`src/rtl/sdram_addr_gen.sv`:
```
`default_nettype none
// ============================================================================
// Module   : sdram_addr_gen
// Purpose  : Circular-buffer write/read address generator for the SDRAM
//            logging region, with occupancy and full/empty/overflow/underflow.
// Revision : 1.0 - initial release
// ============================================================================
module sdram_addr_gen #(
    parameter int ROW_BASE  = 0,
    parameter int ROW_LIMIT = 8191
) (
    input  logic        CLK_48MHZ,
    input  logic        RESET,
    input  logic        NEXT_WRITE,
    input  logic        NEXT_READ,
    output logic [1:0]  BA_WRITE,
    output logic [8:0]  COL_WRITE,
    output logic [12:0] ROW_WRITE,
    output logic [1:0]  BA_READ,
    output logic [8:0]  COL_READ,
    output logic [12:0] ROW_READ,
    output logic [23:0] WORD_COUNT,
    output logic        EMPTY,
    output logic        FULL,
    output logic        OVERFLOW,
    output logic        UNDERFLOW
);

    localparam logic [12:0] ROW_BASE_C  = 13'(ROW_BASE);
    localparam logic [12:0] ROW_LIMIT_C = 13'(ROW_LIMIT);
    localparam logic [24:0] CAPACITY    = 25'(4 * (ROW_LIMIT - ROW_BASE + 1) * 512);

    typedef struct packed {
        logic [1:0]  ba;
        logic [12:0] row;
        logic [8:0]  col;
    } ptr_t;

    localparam ptr_t PTR_RESET = '{ba: 2'd0, row: ROW_BASE_C, col: 9'd0};

    logic        wr_sync, wr_prev, rd_sync, rd_prev;
    logic        wr_ev, rd_ev;
    logic        is_empty, is_full;
    ptr_t        wr_ptr, rd_ptr, wr_ptr_n, rd_ptr_n;
    logic [24:0] count, count_n;
    logic        ovf_n, unf_n;

    // Column, then row within the region, then bank; full wrap after bank 3.
    function automatic ptr_t next_ptr(input ptr_t p);
        ptr_t n;
        n = p;
        if (p.col == 9'd511) begin
            n.col = 9'd0;
            if (p.row == ROW_LIMIT_C) begin
                n.row = ROW_BASE_C;
                n.ba  = p.ba + 2'd1;
            end else begin
                n.row = p.row + 13'd1;
            end
        end else begin
            n.col = p.col + 9'd1;
        end
        return n;
    endfunction

    assign wr_ev    = wr_sync & ~wr_prev;
    assign rd_ev    = rd_sync & ~rd_prev;
    assign is_empty = (count == 25'd0);
    assign is_full  = (count == CAPACITY);

    always_comb begin
        wr_ptr_n = wr_ptr;
        rd_ptr_n = rd_ptr;
        count_n  = count;
        ovf_n    = OVERFLOW;
        unf_n    = UNDERFLOW;
        if (wr_ev && rd_ev) begin
            wr_ptr_n = next_ptr(wr_ptr);
            if (is_empty) begin
                count_n = count + 25'd1;
                unf_n   = 1'b1;
            end else begin
                rd_ptr_n = next_ptr(rd_ptr);
            end
        end else if (wr_ev) begin
            wr_ptr_n = next_ptr(wr_ptr);
            if (is_full) begin
                // Oldest word is sacrificed so the newest sample is kept.
                rd_ptr_n = next_ptr(rd_ptr);
                ovf_n    = 1'b1;
            end else begin
                count_n = count + 25'd1;
            end
        end else if (rd_ev) begin
            if (is_empty) begin
                unf_n = 1'b1;
            end else begin
                rd_ptr_n = next_ptr(rd_ptr);
                count_n  = count - 25'd1;
            end
        end
    end

    always_ff @(posedge CLK_48MHZ) begin
        if (RESET) begin
            wr_sync    <= 1'b0;
            wr_prev    <= 1'b0;
            rd_sync    <= 1'b0;
            rd_prev    <= 1'b0;
            wr_ptr     <= PTR_RESET;
            rd_ptr     <= PTR_RESET;
            count      <= 25'd0;
            WORD_COUNT <= 24'd0;
            EMPTY      <= 1'b1;
            FULL       <= 1'b0;
            OVERFLOW   <= 1'b0;
            UNDERFLOW  <= 1'b0;
        end else begin
            wr_sync    <= NEXT_WRITE;
            wr_prev    <= wr_sync;
            rd_sync    <= NEXT_READ;
            rd_prev    <= rd_sync;
            wr_ptr     <= wr_ptr_n;
            rd_ptr     <= rd_ptr_n;
            count      <= count_n;
            // A full 2^24-word region cannot be shown in 24 bits; saturate.
            WORD_COUNT <= count_n[24] ? 24'hFFFFFF : count_n[23:0];
            EMPTY      <= (count_n == 25'd0);
            FULL       <= (count_n == CAPACITY);
            OVERFLOW   <= ovf_n;
            UNDERFLOW  <= unf_n;
        end
    end

    assign BA_WRITE  = wr_ptr.ba;
    assign ROW_WRITE = wr_ptr.row;
    assign COL_WRITE = wr_ptr.col;
    assign BA_READ   = rd_ptr.ba;
    assign ROW_READ  = rd_ptr.row;
    assign COL_READ  = rd_ptr.col;

endmodule
`default_nettype wire

```
`config.mk`:
```
export PLATFORM = sky130hd
export DESIGN_NAME = sdram_addr_gen
export DESIGN_NICKNAME = d
export VERILOG_FILES = /design/src/rtl/sdram_addr_gen.sv
export SDC_FILE = /design/constraint.sdc
export NUM_CORES = 1
export LEC_CHECK = 0
export BUFFER_PORTS_ARGS = -buffer_cell sky130_fd_sc_hd__buf_2
export CORE_ASPECT_RATIO = 2
export CORE_UTILIZATION = 44
export DETAILED_ROUTE_END_ITERATION = 8
export PLACE_DENSITY = 0.77
export SLEW_MARGIN = 40
export SYNTH_ARGS = -nofsm -noshare
export SYNTH_HDL_FRONTEND = slang
export SYNTH_SLANG_ARGS = --single-unit
```
`constraint.sdc`:
```
create_clock -name CLK_48MHZ -period 3.1 [get_ports CLK_48MHZ]
set_input_delay 0.31 -clock CLK_48MHZ [delete_from_list [all_inputs] [get_ports CLK_48MHZ]]
set_output_delay 0.31 -clock CLK_48MHZ [all_outputs]
set_load 0.05 [all_outputs]
```
==> flow_summary.toml, run 1 <==
[timing]
fin_skew_ns = 0.0118
maxSlewViolCount = 0
hold_violations = 0
worst_slack_ns = 0.0963
final-setup-viol-count = 0
slew_headroom = 0.472
timing.setup.tns_ns = 0
final.min_clock_period_ns = 3.00
finalCritPeriodShare = 0.969
tightest_slew_ns = 0.785
timing.fmax_ghz = 0.333

[routing]
ant_nets = 0
vias = 5141
route.detailed.drc = 0
dr.pass1.iters = 6
wl_mm = 16.2
avgRoutedWirePerCell_um = 18.2
drt-initial-drc-count = 332
viasPerCell = 5.76

[logic_synthesis]
synth_top_area_cell = "dfxtp_1"
ys_warn_count = 0
synth-seq-cells = 105
ys_seq_area_frac = 0.407
synth-async-reset-ratio = 0
synth_nets = 621
synth_area_leaders = "dfxtp_1 (41%), nor2_1 (6.8%), xor2_1 (5.1%)"
synth_area_per_cell_um2 = 8.47
synth_top_area_share = 0.407
synthCells = 609
synth_flop_cell = "dfxtp_1"
synth_edf_count = 0
synth_area_um2 = 5160
synth_cell_types = 80

[clock_network]
htree_levels = 3
cts_root_buf = "clkbuf_16"
clock_path_buffers = 2
clk_pin_slew_ns = 0.07
hold_buffers = 0
clock_latency_ns = 0.36
cts_buffers = 9
clock-sinks = 105
cts_tree = "built"

[die]
dieArea_um2 = 12200
std_cell_rows = 55
die_w_um = 78.6
core_area_um2 = 11400
io_pins = 80
die_h_um = 155
initial_core_util = 0.455

[layout]
fin_area_um2 = 6530
n_antenna_cell = 0
fillCellCount = 1077
drive_gt1_frac = 0.288
multi_input_area_um2 = 2910
synthToLayoutAreaGrowth_pct = 26.6
regArea_um2 = 2100
final_nets = 757

[pwr]
power_density_nw_per_um2 = 1200
power.leakage_nw = 2.74
power_mw = 7.87
vdd_drop_max_v = 0.000731

[min_path]
worst_hold_path_type = "primary input to flop"

[critical_path]
worstSetupPathType = "flop to flop"
crit_required_ns = 3.40
critPathArrivalTime_ns = 3.31
cp-start-kind = "flop"
cp-end-kind = "flop"
cp_max_fo = 5

[global_route]
grt_start_max_net_pins = 36
overflow = 0
antenna_found_initial = 0
grt_pass1_vias = 5128
grt_pass1_wl_mm = 25.7
track_usage = 0.276

[placed_design]
gp_congestion = 1.05
place_area_um2 = 6170
port_buffers = 79
pre_cts_ws_ns = 0.0776
dp_hpwl_mm = 12.5

[outcome]
status = "completed"

[run]
drv_cap = 0
## logic make-up after synthesis
kind of cell / count (synthesis) / synth area share
adders and majority gates: 9 / 0.0213
and+or+nand+nor: 293 / 0.296
muxes: 6 / 0.0116
xor gates and xnor gates: 47 / 0.0798
AOI/OAI and AO/OA: 108 / 0.148
DFF: 105 / 0.407
buffers and inverters: 41 / 0.0361
## path summary, 6_finish.rpt
check,startpoint,end,cells past startpoint,slack (ns)
max,count[0]$_SDFF_PP0_,FULL$_SDFF_PP0_,11,0.1
min,NEXT_WRITE,wr_sync$_SDFF_PP0_,2,0.16
max reg2reg,count[0]$_SDFF_PP0_,FULL$_SDFF_PP0_,11,0.1
min reg2reg,wr_sync$_SDFF_PP0_,wr_prev$_SDFF_PP0_,1,0.47
## metrics by stage
| stage | instances | util | hold slack, ns |
|---|---|---|---|
| after detailed placement | 873 | 0.544 | 0.461 |
| after CTS | 889 | 0.569 | 0.149 |
| final | 892 | 0.575 | 0.156 |
| after floorplan | 609 | - | 0.438 |
| after global routing | 892 | 0.575 | 0.169 |
| after global placement | 873 | 0.544 | 0.450 |
## per-layer routing
| metal | vias to the layer above | share of wire | GRT usage |
|---|---|---|---|
| met5 | - | 0 | 0 |
| met4 | 0 | 0.090 | 0.242 |
| met3 | 93 | 0.057 | 0.0499 |
| met2 | 232 | 0.51 | 0.485 |
| met1 | 2375 | 0.34 | 0.268 |
| li1 | 2441 | - | - |
## layout by cell type (no fill, tap or decap), types with 3 or more instances in the layout
master	Yosys	layout
a21oi_1	40	40
a221o_1	3	3
a31oi_1	4	4
a32oi_1	3	3
and2_1	4	4
and3_1	9	9
and4_1	3	3
buf_2	4	79
buf_4	1	79
clkbuf_16	0	9
dfxtp_1	105	105
ha_1	8	7
inv_1	5	4
mux2i_1	6	6
nand2_1	51	51
nand2b_1	6	6
nand3_1	28	28
nand4_1	23	23
nor2_1	94	94
nor2b_1	9	9
nor3_1	17	17
nor4_1	10	9
nor4_2	3	4
o21a_1	3	3
o21ai_0	15	15
o22ai_1	4	4
o31ai_1	3	3
or2_2	8	8
or3_1	5	5
xnor2_1	17	17
xor2_1	30	30
## critical path: stages, from the launching register on
cell      delay, ns
dfxtp_1        0.32
inv_2          0.08
ha_4           0.16
or4b_4         0.51
or4_4          0.47
o21ai_4        0.20
clkbuf_2       0.22
nand2_1        0.11
a31oi_4        0.19
nand4_1        0.17
and4bb_1       0.34
and4_1         0.18
## state kept, by name, summed over array words and instances (netlist names), 2 cells and up
signal      count
count          25
WORD_COUNT     24
ROW_READ       13
ROW_WRITE      13
COL_READ        9
COL_WRITE       9
BA_READ         2
BA_WRITE        2
## report_power, final
part / internal (mW) / leakage, nW / total (mW) / switching (mW)
logic: 2.07 / 1.75 / 4.92 / 2.84
clock network: 0.565 / 0.138 / 1.11 / 0.545
registers: 1.61 / 0.851 / 1.84 / 0.231
total: 4.25 / 2.74 / 7.87 / 3.62
## synthesized netlist by cell type (all sizes together) (8+ instances only)
| cell type | n |
|---|---|
| xnor2 | 17 |
| xor2 | 30 |
| dfxtp | 105 |
| or2 | 8 |
| and3 | 11 |
| buf | 10 |
| nor2 | 94 |
| nand3 | 29 |
| nor4 | 14 |
| nand2 | 51 |
| a21oi | 40 |
| o21ai | 20 |
| nor2b | 9 |
| clkbuf | 26 |
| ha | 8 |
| nor3 | 18 |
| nand4 | 24 |
## area by class of cell
cell class | count | area share
Timing Repair Buffer | 161 | 0.158
Sequential cell | 105 | 0.322
Multi-Input combinational cell | 463 | 0.446
Clock buffer | 10 | 0.0350
Inverter | 5 | 0.00287
Clock inverter | 6 | 0.00938
Tap cell | 142 | 0.0272
## what timing repair did
action                     4_1_cts  5_1_grt
gates resized for setup          0        8
setup buffers                    0        3
setup endpoints to repair        0        2
No activity file was read; power rests on OpenSTA's default activity.
==> inputs of run 2 (changes only) <==
==> constraint.sdc (replaced) <==
create_clock -name CLK_48MHZ -period 3.1 [get_ports CLK_48MHZ]
set_input_delay 0.62 -clock CLK_48MHZ [delete_from_list [all_inputs] [get_ports CLK_48MHZ]]
set_output_delay 0.62 -clock CLK_48MHZ [all_outputs]
set_load 0.05 [all_outputs]
==> run 2 against run 1 <==
  * Non-clock buffer count is 2 lower
  * Cell area hardly changed
  * Largest cell class unchanged
  * Clock-buffer cell count stayed put
  * Clock power is 9% higher
  * Core utilization hardly changed
  * First-iteration DRC count is 15% higher
  * Power is 1.7% higher
  * Clock skew is 0.0020 ns lower
  * Die area stayed put
  * Sequential power hardly changed
==> flow_summary.toml, run 2 (same netlist as run 1, synthesis figures left out) <==
[outcome]
status = "completed"

[die]
die_w_um = 78.6
core_area_um2 = 11400
std_cell_rows = 55
dieArea_um2 = 12200
initial_core_util = 0.455
die_h_um = 155
io_pins = 80

[global_route]
grt_start_max_net_pins = 30
use_met2 = 0.511
busiest_layer = "met2"
grt_use_met3 = 0.0510
met1_usage = 0.273
overflow = 0
grt_pass1_wl_mm = 25.7
grt_pass1_vias = 5111
antenna_found_initial = 0
track_usage = 0.278

[clock_network]
cts_root_buf = "clkbuf_16"
cts_buffers = 9
cts_tree = "built"
clk_pin_slew_ns = 0.08
clock_latency_ns = 0.36
clock-sinks = 105
clock_path_buffers = 2
htree_levels = 3
hold_buffers = 0

[pwr]
seq_power_share = 0.231
vdd_drop_max_v = 0.000638
p_int_mw = 4.31
swShare = 0.461
clock_power_share = 0.152
power.leakage_nw = 2.74
power_switching_mw = 3.69
power_density_nw_per_um2 = 1220
combPwrFrac = 0.617

[placed_design]
gp_congestion = 1.06
port_buffers = 79
place_area_um2 = 6170
dp_hpwl_mm = 12.5

[run]
drv_cap = 0

[layout]
drive_gt1_frac = 0.286
fin_area_um2 = 6540
final_nets = 755
largest_register = "count"
fillCellCount = 1054
top_regs = "count x25, WORD_COUNT x24"
final_common_cell = "dfxtp_1"
final_cell_mix = "dfxtp_1 (105), nor2_1 (94), buf_2 (79), buf_4 (79), nand2_1 (51)"
synthToLayoutAreaGrowth_pct = 26.7
n_antenna_cell = 0
largest_register_ffs = 25
post-route-util = 0.576

[critical_path]
worstSetupPathType = "flop to flop"
cp-end-kind = "flop"
cp-start-kind = "flop"
crit_required_ns = 3.41
reg2reg_depth = 10
critPathArrivalTime_ns = 3.34
cp_max_fo = 9

[min_path]
worst_hold_path_type = "primary input to flop"
min_path_cells = 2

[timing]
fin_skew_ns = 0.00981
finalCritPeriodShare = 0.979
timing.fmax_ghz = 0.329
maxSlewViolCount = 0
hold_violations = 0
hold_slack_ns = 0.465
final-setup-viol-count = 0
rsz0062_at_grt = "false"
slew_headroom = 0.592
tightest_slew_ns = 0.607
timing.setup.tns_ns = 0
final.min_clock_period_ns = 3.04

[routing]
vias = 5162
avgRoutedWirePerCell_um = 18.3
ant_nets = 0
route.detailed.drc = 0
viasPerCell = 5.80
drt-initial-drc-count = 381
dr.pass1.iters = 5
wl_mm = 16.3
-- run 2: power by group through the flow --
stage	Clock (mW)	Combinational, mW	Sequential (mW)
6_report	1.21	4.94	1.84
5_1_grt	1.28	5.19	1.88
3_3_place_gp	0	4.68	1.85
2_1_floorplan	0	2.29	2.26
3_5_place_dp	0	4.68	1.86
4_1_cts	1.23	4.70	1.83
-- run 2: final cells by class --
cell class	instances	area, um2	area share
timing repair buffer	159	1010	0.154
sequential	105	2100	0.322
clock buffer	10	229	0.0350
tap	142	178	0.0272
multi-input combinational	463	2920	0.446
inverter	5	18.8	0.00287
clock inverter	6	85.1	0.0130
-- run 2: path summary, 6_finish.rpt --
kind                                                to  slack [ns]              startpoint
worst min-delay path                wr_sync$_SDFF_PP0_        0.47              NEXT_WRITE
worst min register to register  UNDERFLOW$_SDFFE_PP0P_        0.47  UNDERFLOW$_SDFFE_PP0P_
worst max register to register         FULL$_SDFF_PP0_        0.06     count[0]$_SDFF_PP0_
worst max-delay path                   FULL$_SDFF_PP0_        0.06     count[0]$_SDFF_PP0_
-- run 2: critical path: stages, from the launching register on --
cell,delay [ns]
dfxtp_1,0.32
inv_2,0.09
ha_4,0.15
or4b_4,0.50
or4_4,0.46
o21ai_4,0.30
o221ai_2,0.14
a32oi_2,0.22
nand4_1,0.27
and4bb_1,0.35
and4_1,0.18
-- run 2: repair_timing --
item	4_1_cts	5_1_grt
buffers inserted	0	1
gates resized for setup	0	9
endpoints found under the setup margin	0	2
endpoints found under the hold margin	0	0
-- run 2: routing by layer --
layer  up-vias  share of wire
met4         0          0.068
li1       2447              -
met2       224           0.53
met1      2417           0.35
met3        74          0.049
met5         -              0
-- run 2: through the flow --
step / power, mW / worst slack, ns / cells
floorplan: 4.55 / 0.151 / 609
global placement: 6.53 / 0.102 / 873
detailed placement: 6.54 / 0.111 / 873
CTS: 7.76 / 0.100 / 889
global route: 8.35 / 0.0285 / 890
finish: 8.00 / 0.0647 / 890
==> inputs of run 3 (changes only) <==
- CORE_UTILIZATION: 44 -> 51
- PLACE_DENSITY: 0.77 -> 0.86
==> run 3 against run 2 <==
  * Worst hold slack better by 0.0062 ns
  * Largest cell class unchanged
  * Via count rose by 3.7%
  * Clock skew about the same
  * Critical endpoint unchanged
==> flow_summary.toml, run 3 (same netlist as run 1, synthesis figures left out) <==
[outcome]
status = "completed"

[run]
drv_cap = 0

[critical_path]
r2r_start = "count[0]$_SDFF_PP0_"
crit_required_ns = 3.39
worstSetupPathType = "flop to flop"
critPathArrivalTime_ns = 3.29
reg2reg_depth = 11
reg2reg_to = "FULL$_SDFF_PP0_"
cp_max_fo = 8
cp-end-kind = "flop"
startpoint = "count[0]$_SDFF_PP0_"
endpoint = "FULL$_SDFF_PP0_"
cp-start-kind = "flop"
r2r_setup_slack_ns = 0.11

[pwr]
power.leakage_nw = 2.79
power_density_nw_per_um2 = 1210
vdd_drop_max_v = 0.000838

[global_route]
grt_start_max_net_pins = 32
overflow = 0
grt_pass1_wl_mm = 25.5
antenna_found_initial = 0
track_usage = 0.322
grt_pass1_vias = 5189

[routing]
route.detailed.drc = 0
avgRoutedWirePerCell_um = 18.9
dr.pass1.iters = 5
viasPerCell = 6.01
wl_mm = 16.9
ant_nets = 0
drt-initial-drc-count = 397
vias = 5351

[timing]
maxSlewViolCount = 0
hold_violations = 0
finalCritPeriodShare = 0.965
fin_skew_ns = 0.00958
slew_headroom = 0.548
tightest_slew_ns = 0.672
timing.setup.tns_ns = 0
hold_slack_ns = 0.472
final-setup-viol-count = 0
final.min_clock_period_ns = 2.99
worst_slack_ns = 0.108
timing.fmax_ghz = 0.334

[die]
die_w_um = 73.1
std_cell_rows = 51
dieArea_um2 = 10600
initial_core_util = 0.529
core_area_um2 = 9760
die_h_um = 144
io_pins = 80

[placed_design]
gp_congestion = 0.992
port_buffers = 79
dp_hpwl_mm = 12.9
place_inst = 867
pre_cts_ws_ns = 0.00739

[layout]
final_cell_mix = "dfxtp_1 (105), nor2_1 (94), buf_4 (89)"
top_regs = "count x25, WORD_COUNT x24"
post-route-util = 0.681
fin_cells = 890
largest_register_ffs = 25
largest_register = "count"
final_common_cell = "dfxtp_1"
final_nets = 765
synthToLayoutAreaGrowth_pct = 28.8
drive_gt1_frac = 0.307
n_antenna_cell = 0
fillCellCount = 788

[clock_network]
cts_tree = "built"
clock-sinks = 105
clock_path_buffers = 2
cts_buffers = 9
clk_pin_slew_ns = 0.07
cts_root_buf = "clkbuf_16"
clock_latency_ns = 0.35
htree_levels = 3

[min_path]
min_path_cells = 2
worst_hold_path_type = "flop to flop"
run 3: per-layer routing:
layer | vias to the layer above | wire (um) | track usage
met5 | - | 0 | 0
met4 | 0 | 1360 | 0.259
met3 | 94 | 959 | 0.0523
met2 | 269 | 8850 | 0.584
met1 | 2529 | 5690 | 0.308
li1 | 2459 | - | -
run 3: area by class of cell:
cell class              instances  area (um2)  area share
well taps                     132         165      0.0249
multi-input cells             463        2990       0.449
inverters                       5        18.8     0.00282
clock inverters                 6        60.1     0.00904
clock buffers                  10         229      0.0345
flip-flops and latches        105        2100       0.316
repair buffers                169        1080       0.163
run 3: through the flow:
stage	power [mW]	instance area, um2
2_1_floorplan	4.55	5160
3_3_place_gp	6.39	6190
3_5_place_dp	6.39	6190
4_1_cts	7.51	6480
5_1_grt	8.39	6650
6_report	8.02	6650
run 3: power breakdown:
part           internal, mW  total (mW)  switching [mW]
Sequential             1.61        1.85           0.237
Combinational          2.10        5.08            2.98
Clock                 0.567        1.10           0.531
Total                  4.28        8.02            3.75
run 3: worst min-delay path by stage:
stage / startpoint / end / slack [ns]
after floorplan: rd_sync$_SDFF_PP0_ / rd_prev$_SDFF_PP0_ / 0.45
after detailed placement: OVERFLOW$_SDFFE_PP0P_ / OVERFLOW$_SDFFE_PP0P_ / 0.46
after CTS: OVERFLOW$_SDFFE_PP0P_ / OVERFLOW$_SDFFE_PP0P_ / 0.48
after global routing: NEXT_READ / rd_sync$_SDFF_PP0_ / 0.49
after global placement: COL_WRITE[8]$_SDFFE_PP0N_ / COL_WRITE[8]$_SDFFE_PP0N_ / 0.46
final: OVERFLOW$_SDFFE_PP0P_ / OVERFLOW$_SDFFE_PP0P_ / 0.47
run 3: timing repair:
item	4_1_cts	5_1_grt
hold buffers	0	0
pin swaps	0	13
setup endpoints to repair	1	2
endpoints found under the hold margin	0	0
buffers inserted	0	8
resized for setup	1	19
cloned	0	0
run 3: critical path: stages (launching register included):
cell and delay [ns]:
dfxtp_1 0.32, inv_2 0.08, ha_4 0.15, or4b_4 0.50, nor4_4 0.30, buf_4 0.18
a21boi_2 0.16, a221o_1 0.37, a32oi_2 0.20, nand4_1 0.19, and4bb_1 0.32, and4_1 0.18
